[src/rtl/dds_pkg.sv]
// Shared types and constants for the DDS output path.
package dds_pkg;

    localparam int unsigned DDS_SAMPLE_W = 12;
    localparam int unsigned BURST_CNT_W  = 4;

    typedef logic ch_idx_t;

    typedef enum logic [0:0] {
        StEmpty,
        StFull
    } slot_state_e;

endpackage

[src/rtl/mux_2.sv]
// Generic two-input data mux.
module mux_2 #(
    parameter int unsigned W = 1
) (
    input  logic [W-1:0] in0_i,
    input  logic [W-1:0] in1_i,
    input  logic         sel_i,
    output logic [W-1:0] out_o
);

    assign out_o = sel_i ? in1_i : in0_i;

endmodule

[src/rtl/rr_arb_2.sv]
// Two-way arbiter with a bounded burst allowance for the last winner.
module rr_arb_2
    import dds_pkg::*;
#(
    parameter int unsigned BURST = 1
) (
    input  logic       clk_i,
    input  logic       rst_ni,
    input  logic [1:0] req_i,
    input  logic       capture_i,
    output ch_idx_t    grant_o
);

    localparam logic [BURST_CNT_W-1:0] BurstMax = BURST_CNT_W'(BURST);

    ch_idx_t                last_q;
    logic [BURST_CNT_W-1:0] cnt_q;
    logic                   keep_last;

    // cnt_q == 0 only straight after reset: nothing to keep yet, so the non-last side wins.
    assign keep_last = (cnt_q != '0) && (cnt_q < BurstMax);

    always_comb begin
        grant_o = req_i[1];
        if (&req_i) begin
            grant_o = keep_last ? last_q : ~last_q;
        end
    end

    always_ff @(posedge clk_i or negedge rst_ni) begin
        if (!rst_ni) begin
            last_q <= 1'b1;
            cnt_q  <= '0;
        end else if (capture_i) begin
            if (grant_o == last_q) begin
                cnt_q <= (cnt_q >= BurstMax) ? BurstMax : cnt_q + 4'd1;
            end else begin
                cnt_q  <= 4'd1;
                last_q <= grant_o;
            end
        end
    end

endmodule

[src/rtl/dds_out_arb.sv]
// Shares one registered sample slot between two DDS channels with valid/ready downstream
// and a one-cycle ack back to the channel whose sample was captured.
module dds_out_arb
    import dds_pkg::*;
#(
    parameter int unsigned W     = DDS_SAMPLE_W,
    parameter int unsigned BURST = 1
) (
    input  logic         clk,
    input  logic         rst_n,
    input  logic         req0,
    input  logic [W-1:0] data0,
    output logic         ack0,
    input  logic         req1,
    input  logic [W-1:0] data1,
    output logic         ack1,
    output logic         out_valid,
    input  logic         out_ready,
    output logic [W-1:0] out_data,
    output logic         sel
);

    slot_state_e  state_q;
    logic [W-1:0] data_q;
    ch_idx_t      sel_q;
    logic [1:0]   ack_q;

    logic [1:0]   elig;
    logic         slot_free;
    logic         capture;
    ch_idx_t      grant;
    logic [W-1:0] mux_out;

    // A req seen while its ack is high is the sample already captured.
    assign elig      = {req1 & ~ack_q[1], req0 & ~ack_q[0]};
    assign slot_free = (state_q == StEmpty) | out_ready;
    assign capture   = slot_free & (|elig);

    rr_arb_2 #(
        .BURST (BURST)
    ) u_arb (
        .clk_i     (clk),
        .rst_ni    (rst_n),
        .req_i     (elig),
        .capture_i (capture),
        .grant_o   (grant)
    );

    mux_2 #(
        .W (W)
    ) u_mux (
        .in0_i (data0),
        .in1_i (data1),
        .sel_i (grant),
        .out_o (mux_out)
    );

    always_ff @(posedge clk or negedge rst_n) begin
        if (!rst_n) begin
            state_q <= StEmpty;
            data_q  <= '0;
            sel_q   <= 1'b0;
            ack_q   <= 2'b00;
        end else begin
            ack_q <= 2'b00;
            if (capture) begin
                state_q <= StFull;
                data_q  <= mux_out;
                sel_q   <= grant;
                ack_q   <= grant ? 2'b10 : 2'b01;
            end else if (slot_free) begin
                state_q <= StEmpty;
            end
        end
    end

    assign out_valid = (state_q == StFull);
    assign out_data  = data_q;
    assign sel       = sel_q;
    assign ack0      = ack_q[0];
    assign ack1      = ack_q[1];

endmodule

[config.mk]
export PLATFORM = sky130hd
export DESIGN_NAME = dds_out_arb
export DESIGN_NICKNAME = d
export VERILOG_FILES = /design/src/rtl/dds_pkg.sv /design/src/rtl/mux_2.sv /design/src/rtl/rr_arb_2.sv /design/src/rtl/dds_out_arb.sv
export SDC_FILE = /design/constraint.sdc
export NUM_CORES = 1
export LEC_CHECK = 0
export BUFFER_PORTS_ARGS = -buffer_cell sky130_fd_sc_hd__buf_4
export CAP_MARGIN = 10
export CORE_UTILIZATION = 37
export DETAILED_ROUTE_END_ITERATION = 6
export HOLD_SLACK_MARGIN = 0.02
export PLACE_DENSITY = 0.7
export RECOVER_POWER = 100
export SKIP_CTS_REPAIR_TIMING = 1
export SYNTH_ARGS = -nofsm -noshare
export SYNTH_HDL_FRONTEND = slang
export SYNTH_SLANG_ARGS = --single-unit
[constraint.sdc]
create_clock -name clk -period 1.4 [get_ports clk]
set_clock_uncertainty 0.05 [all_clocks]
set_input_delay 0.35 -clock clk [delete_from_list [all_inputs] [get_ports clk]]
set_output_delay 0.35 -clock clk [all_outputs]
set_load 0.005 [all_outputs]
# Word-level counts from Yosys, hierarchy flattened
# Cells that the tools add are included.
op_classes:
  addsub: 1
  order_cmp: 2
  n_eq_ne: 1
  muxes: 9
  bitwise: 9
  reduce_logical: 6
op_table:
  columns: ["operator", "count"]
  rows:
  - ["$mux 12", 1]
  - ["$mux 4", 2]
  - ["$not 1->1", 5]
  - ["$add 4x1->4 const B", 1]
  - ["$ge 4x1->1 const B", 1]
  - ["$lt 4x1->1 const B", 1]
  - ["$mux 1", 4]
  - ["$mux 2", 2]
  - ["$reduce_and 2->1", 2]
  - ["$reduce_bool 4->1", 1]
  - ["$and 1x1->1", 3]
  - ["$reduce_bool 2->1", 1]
  - ["$reduce_or 2->1", 1]
  - ["$eq 1x1->1", 1]
  - ["$logic_and 1x1->1", 1]
  - ["$or 1x1->1", 1]
word_totals:
  regBits: 21
  input_bits: 29
  out_inout_bits: 16
  elab_cells: 34

# Logic depth before layout (Yosys ltp)
depth:
  word_depth: 7
  ltp_mapped: 5
  depth_no_buf: 4

# Cells and area by module
# A second synthesis with hierarchy kept.
hier_totals:
  cells_unflattened: 84
  hier_area_um2: 1187.4
modules_own_cells:
  columns: ["mod", "instances", "cells_per_inst", "area_each_um2", "seq_area_each_um2"]
  rows:
  - ["dds_out_arb", 1, 39, 665.6, 400.4]
  - ["rr_arb_2", 1, 32, 337.8, 126.4]
  - ["mux_2", 1, 13, 183.9, 0.0]

# Worst setup path before layout
# Ideal clock, no wire load.
synth_timing:
  path_type: "register to register"
  startpoint: "register ack_q[1]"
  endpoint: "register data_q[10] (netlist: out_data[10])"
  setup_ns: 0.127
  t_arrival_ns: 1.264
  required_time_ns: 1.223
  slack_ns: -0.041
  path_stages_with_launch: 6
  n_path_buf: 1
  synth_period_minus_slack_ns: 1.441
  cell_sequence: "dfrtp_1 nand2b_4 o211a_4 buf_6 a222oi_1 inv_1"
synth_via:
  elab_chain_len: 5
  elab_cells_between_ends: 7
  classes_between: "mux: 2; bitwise: 3; reduce/logical: 2"
synth_rtl:
  columns: ["item", "line_no", "text"]
  rows:
  - ["from (decl)", "dds_out_arb.sv:26", "logic [1:0] ack_q;"]
  - ["from (signal assigned)", "dds_out_arb.sv:70", "ack_q <= grant ? 2'b10 : 2'b01;"]
  - ["$not 1->1 (*)", "dds_out_arb.sv:35", "assign elig = {req1 & ~ack_q[1], req0 & ~ack_q[0]};"]
  - ["$and 1x1->1 (*)", "dds_out_arb.sv:35", null]
  - ["$reduce_and 2->1", "rr_arb_2.sv:25", "if (&req_i) begin"]
  - ["$mux 1", "rr_arb_2.sv:25", null]
  - ["$mux 12", "mux_2.sv:11", "assign out_o = sel_i ? in1_i : in0_i;"]
  - ["to (signal assigned)", "dds_out_arb.sv:68", "data_q <= mux_out;"]
  - ["to (decl)", "dds_out_arb.sv:24", "logic [W-1:0] data_q;"]
# Every way passes the cells marked *; elsewhere a longest branch is shown, timed or not.
# A chain may end at the register's enable or synchronous reset.

# Worst setup path in the final report
layout_timing:
  startpoint: "register ack_q[1]"
  endpoint: "register data_q[1] (netlist: out_data[1])"
# The elaborated chain is that of the path after synthesis.

==> summary.md <==
| Metric | Value |
|---|---|
| Status | finished, violations left |
| Violated checks | setup timing |
| Fmax | 702.5 MHz |
| Peak supply drop | 0.0007426 V |
| Final Hold Vio Count | 0 |
| Xor/xnor share of the synthesized area | 0 |
| Area leader, netlist | dfrtp_1 |
| Via/cell ratio | a little over 5 |
| Critical path peak fanout | 13 |
| Setup TNS | -0.07116 ns |
| Dpl cell area | 1139 µm² |
| Area Overhead vs Synth | 54.88% |
| Die Y | roughly 47 µm |
| First-pass GRT wire length | approximately 2.9 mm |
| Clk_lat worst skew | 0.28 ns |
| Initial Util | 0.4125 |
| Worst-path clk slew | 0.10 ns |
| Final HPWL DP | ~1.4 mm |
| Final worst slack | -0.02342 ns |
| Crit Path Category | reg -> reg |
| CTS Sinks | 17 |
| RSZ-0062 raised after global routing | yes |
| Synth area leaders | dfrtp_1, a222oi_1, inv_1, a221oi_4, dfstp_2 |
| Num CTS Buffers | 3 |
| Pre-antenna DRT Iters | 6 |
| Post-Synth Adder-Cell Area | 0 |
| CTS root buf | clkbuf_4 |
| Final nets | 137 |
| Total Wirelength | ~1.8 mm |
| Crit path DAT | 1.55 ns |
| Chip width | ~47 µm |
| Min Tclk post-route | 1.423 ns |
| Initial DRC Count | 66 |
| Compound-Gate Fraction of Synth Area | 0.2626 |
| Cell Rows | 15 |
| Maxcap violations | 0 |
| Multiplexer share of the synthesized area | 0 |
| Reg2reg setup slack | -0.02 ns |
| Max-Slew Margin vs Limit | 0.7278 |
| FF+latch count, synth | 17 |
| Synth Cell Area | 743.2 µm² |
| TritonCTS clock tree | done |
| Die area | 2192 µm² |
| Final Cycle Share | 1.017 |
| Grt ovf | 0 |
| Sequential fraction of the synthesis area | 0.5741 |
| Synth Net Count | between 80 and 90 |
| Io pins | 45 |
| Hold slack | 0.2160 ns |
| CP Capture Type | flop |
| YS warnings | 0 |
| Cell area after layout | 1151 µm² |
| Synthesized instance count | 56 |
| Vias in the first global route | 694 |
| Synth top area share | 0.5387 |
| Startpoint class of the critical path | flop |
| Drt drc | 0 |
| Initial antenna violation count | 0 |
| Core Util, Final | 0.6389 |
| Core Area | ~1800 µm² |
| Largest family of logic cells by synthesized area | compound AO/OA/AOI/OAI gates |
| Overall Global Routing Usage | 0.1905 |
| Avg Synthesized Cell Area | 13.27 µm² |
| Tightest Pin Transition | 0.4083 ns |
| Vias | 674 |
| PortBufs | 44 |
| Final setup viols | 5 |
| Yosys cell types | 16 |
| Worst Hold Class | in -> reg |
| Antenna Nets Post-Route | 0 |
| Pin count of the biggest net entering global routing | 18 |
| Pins Over Slew Limit | 0 |
| Total Power | 1394 µW |
| Routed len/inst | 13.49 µm |
| GP Congestion | 0.6086 |
| Max H-tree Level | 1 |
| Critical Path RT | 1.53 ns |
| Clock Path Buffers | 2 |
| Filler cell count | 160 |
| Leakage power | 0.0006249 µW |
| N_diodes | 0 |
| Simple-Gate Fraction of Synth Area | 0.06566 |
| PwrDens | 1211 nW/µm² |
| Layout cells sized above 1 | 0.5514 |
worst max-delay path, stage by stage, from the launching register on:
cell and delay, ns:
dfrtp_1 0.40, nand2b_4 0.15, o211a_4 0.29, a222oi_1 0.34, inv_1 0.08
layer usage:
layer / GRT usage / vias up / routed length, µm
li1: - / 314 / -
met1: 0.2104 / 324 / 674
met2: 0.3444 / 32 / 957
met3: 0.03462 / 4 / 117
met4: 0.1029 / 0 / 31
met5: 0 / - / 0
sequential cells by signal (all words and copies together) (netlist names):
signal	count
u_arb.last_q	1
out_data	12
sel	1
ack_q	2
out_valid	1
layout by cell type (no fill, tap or decap):
| cell type | synthesis | routed |
|---|---|---|
| clkbuf_2 | 0 | 2 |
| buf_4 | 1 | 33 |
| nand2b_4 | 1 | 1 |
| dfrtp_1 | 16 | 16 |
| and2b_4 | 1 | 1 |
| o21ai_4 | 1 | 1 |
| a222oi_1 | 12 | 12 |
| inv_1 | 13 | 13 |
| dfstp_2 | 1 | 1 |
| and2b_1 | 1 | 1 |
| a221oi_4 | 1 | 1 |
| dlygate4sd3_1 | 0 | 1 |
| nand3_1 | 1 | 1 |
| a21o_1 | 2 | 2 |
| clkinv_2 | 0 | 1 |
| nand2b_1 | 2 | 2 |
| clkbuf_4 | 0 | 17 |
| o211a_4 | 1 | 1 |
through the flow:
step	std cells	setup WS, ns
global placement	128	-0.05975
finish	132	-0.02342
global route	132	-0.1250
floorplan	56	-0.01959
detailed placement	128	-0.1342
CTS	132	-0.05323
area by class of cell:
cell class / instances / area (µm²) / share of cell area
Sequential cell: 17 / 426.7 / 0.3707
Timing Repair Buffer: 50 / 372.9 / 0.3239
Multi-Input combinational cell: 23 / 244.0 / 0.2120
Inverter: 13 / 48.80 / 0.04239
Tap cell: 25 / 31.28 / 0.02717
Clock buffer: 3 / 22.52 / 0.01957
Clock inverter: 1 / 5.005 / 0.004348
logic make-up (layout without fill, tap and decap cells):
kind of cell           after synthesis  count (layout)
AO/OA/AOI/OAI                       17              17
buffers and inverters               16              67
flip-flops                          17              17
AND/OR/NAND/NOR                      6               6
worst paths after layout:
kind,startpoint,to,cells past startpoint
max,ack_q[1]$_DFF_PN0_,out_data[1]$_DFFE_PN0N_,4
min,data1[6],out_data[6]$_DFFE_PN0N_,3
max reg2reg,ack_q[1]$_DFF_PN0_,out_data[1]$_DFFE_PN0N_,4
min reg2reg,out_data[10]$_DFFE_PN0N_,out_data[10]$_DFFE_PN0N_,2
max in group asynchronous,rst_n,u_arb.last_q$_DFFE_PN1P_,2
min in group asynchronous,rst_n,out_data[6]$_DFFE_PN0N_,2
synthesized netlist by cell type:
cell      number
a221oi_4       1
nand2b_1       2
buf_4          1
and2b_1        1
a21o_1         2
a222oi_1      12
inv_1         13
dfstp_2        1
buf_2          1
o21ai_4        1
o211a_4        1
dfrtp_1       16
buf_6          1
and2b_4        1
nand3_1        1
nand2b_4       1
report_power, final:
group	total, µW	internal, µW	switching [µW]
combinational	463	282	181
sequential	674	605	68.5
clock	258	106	152
total	1390	993	401
(Power assumes the default switching activity.)
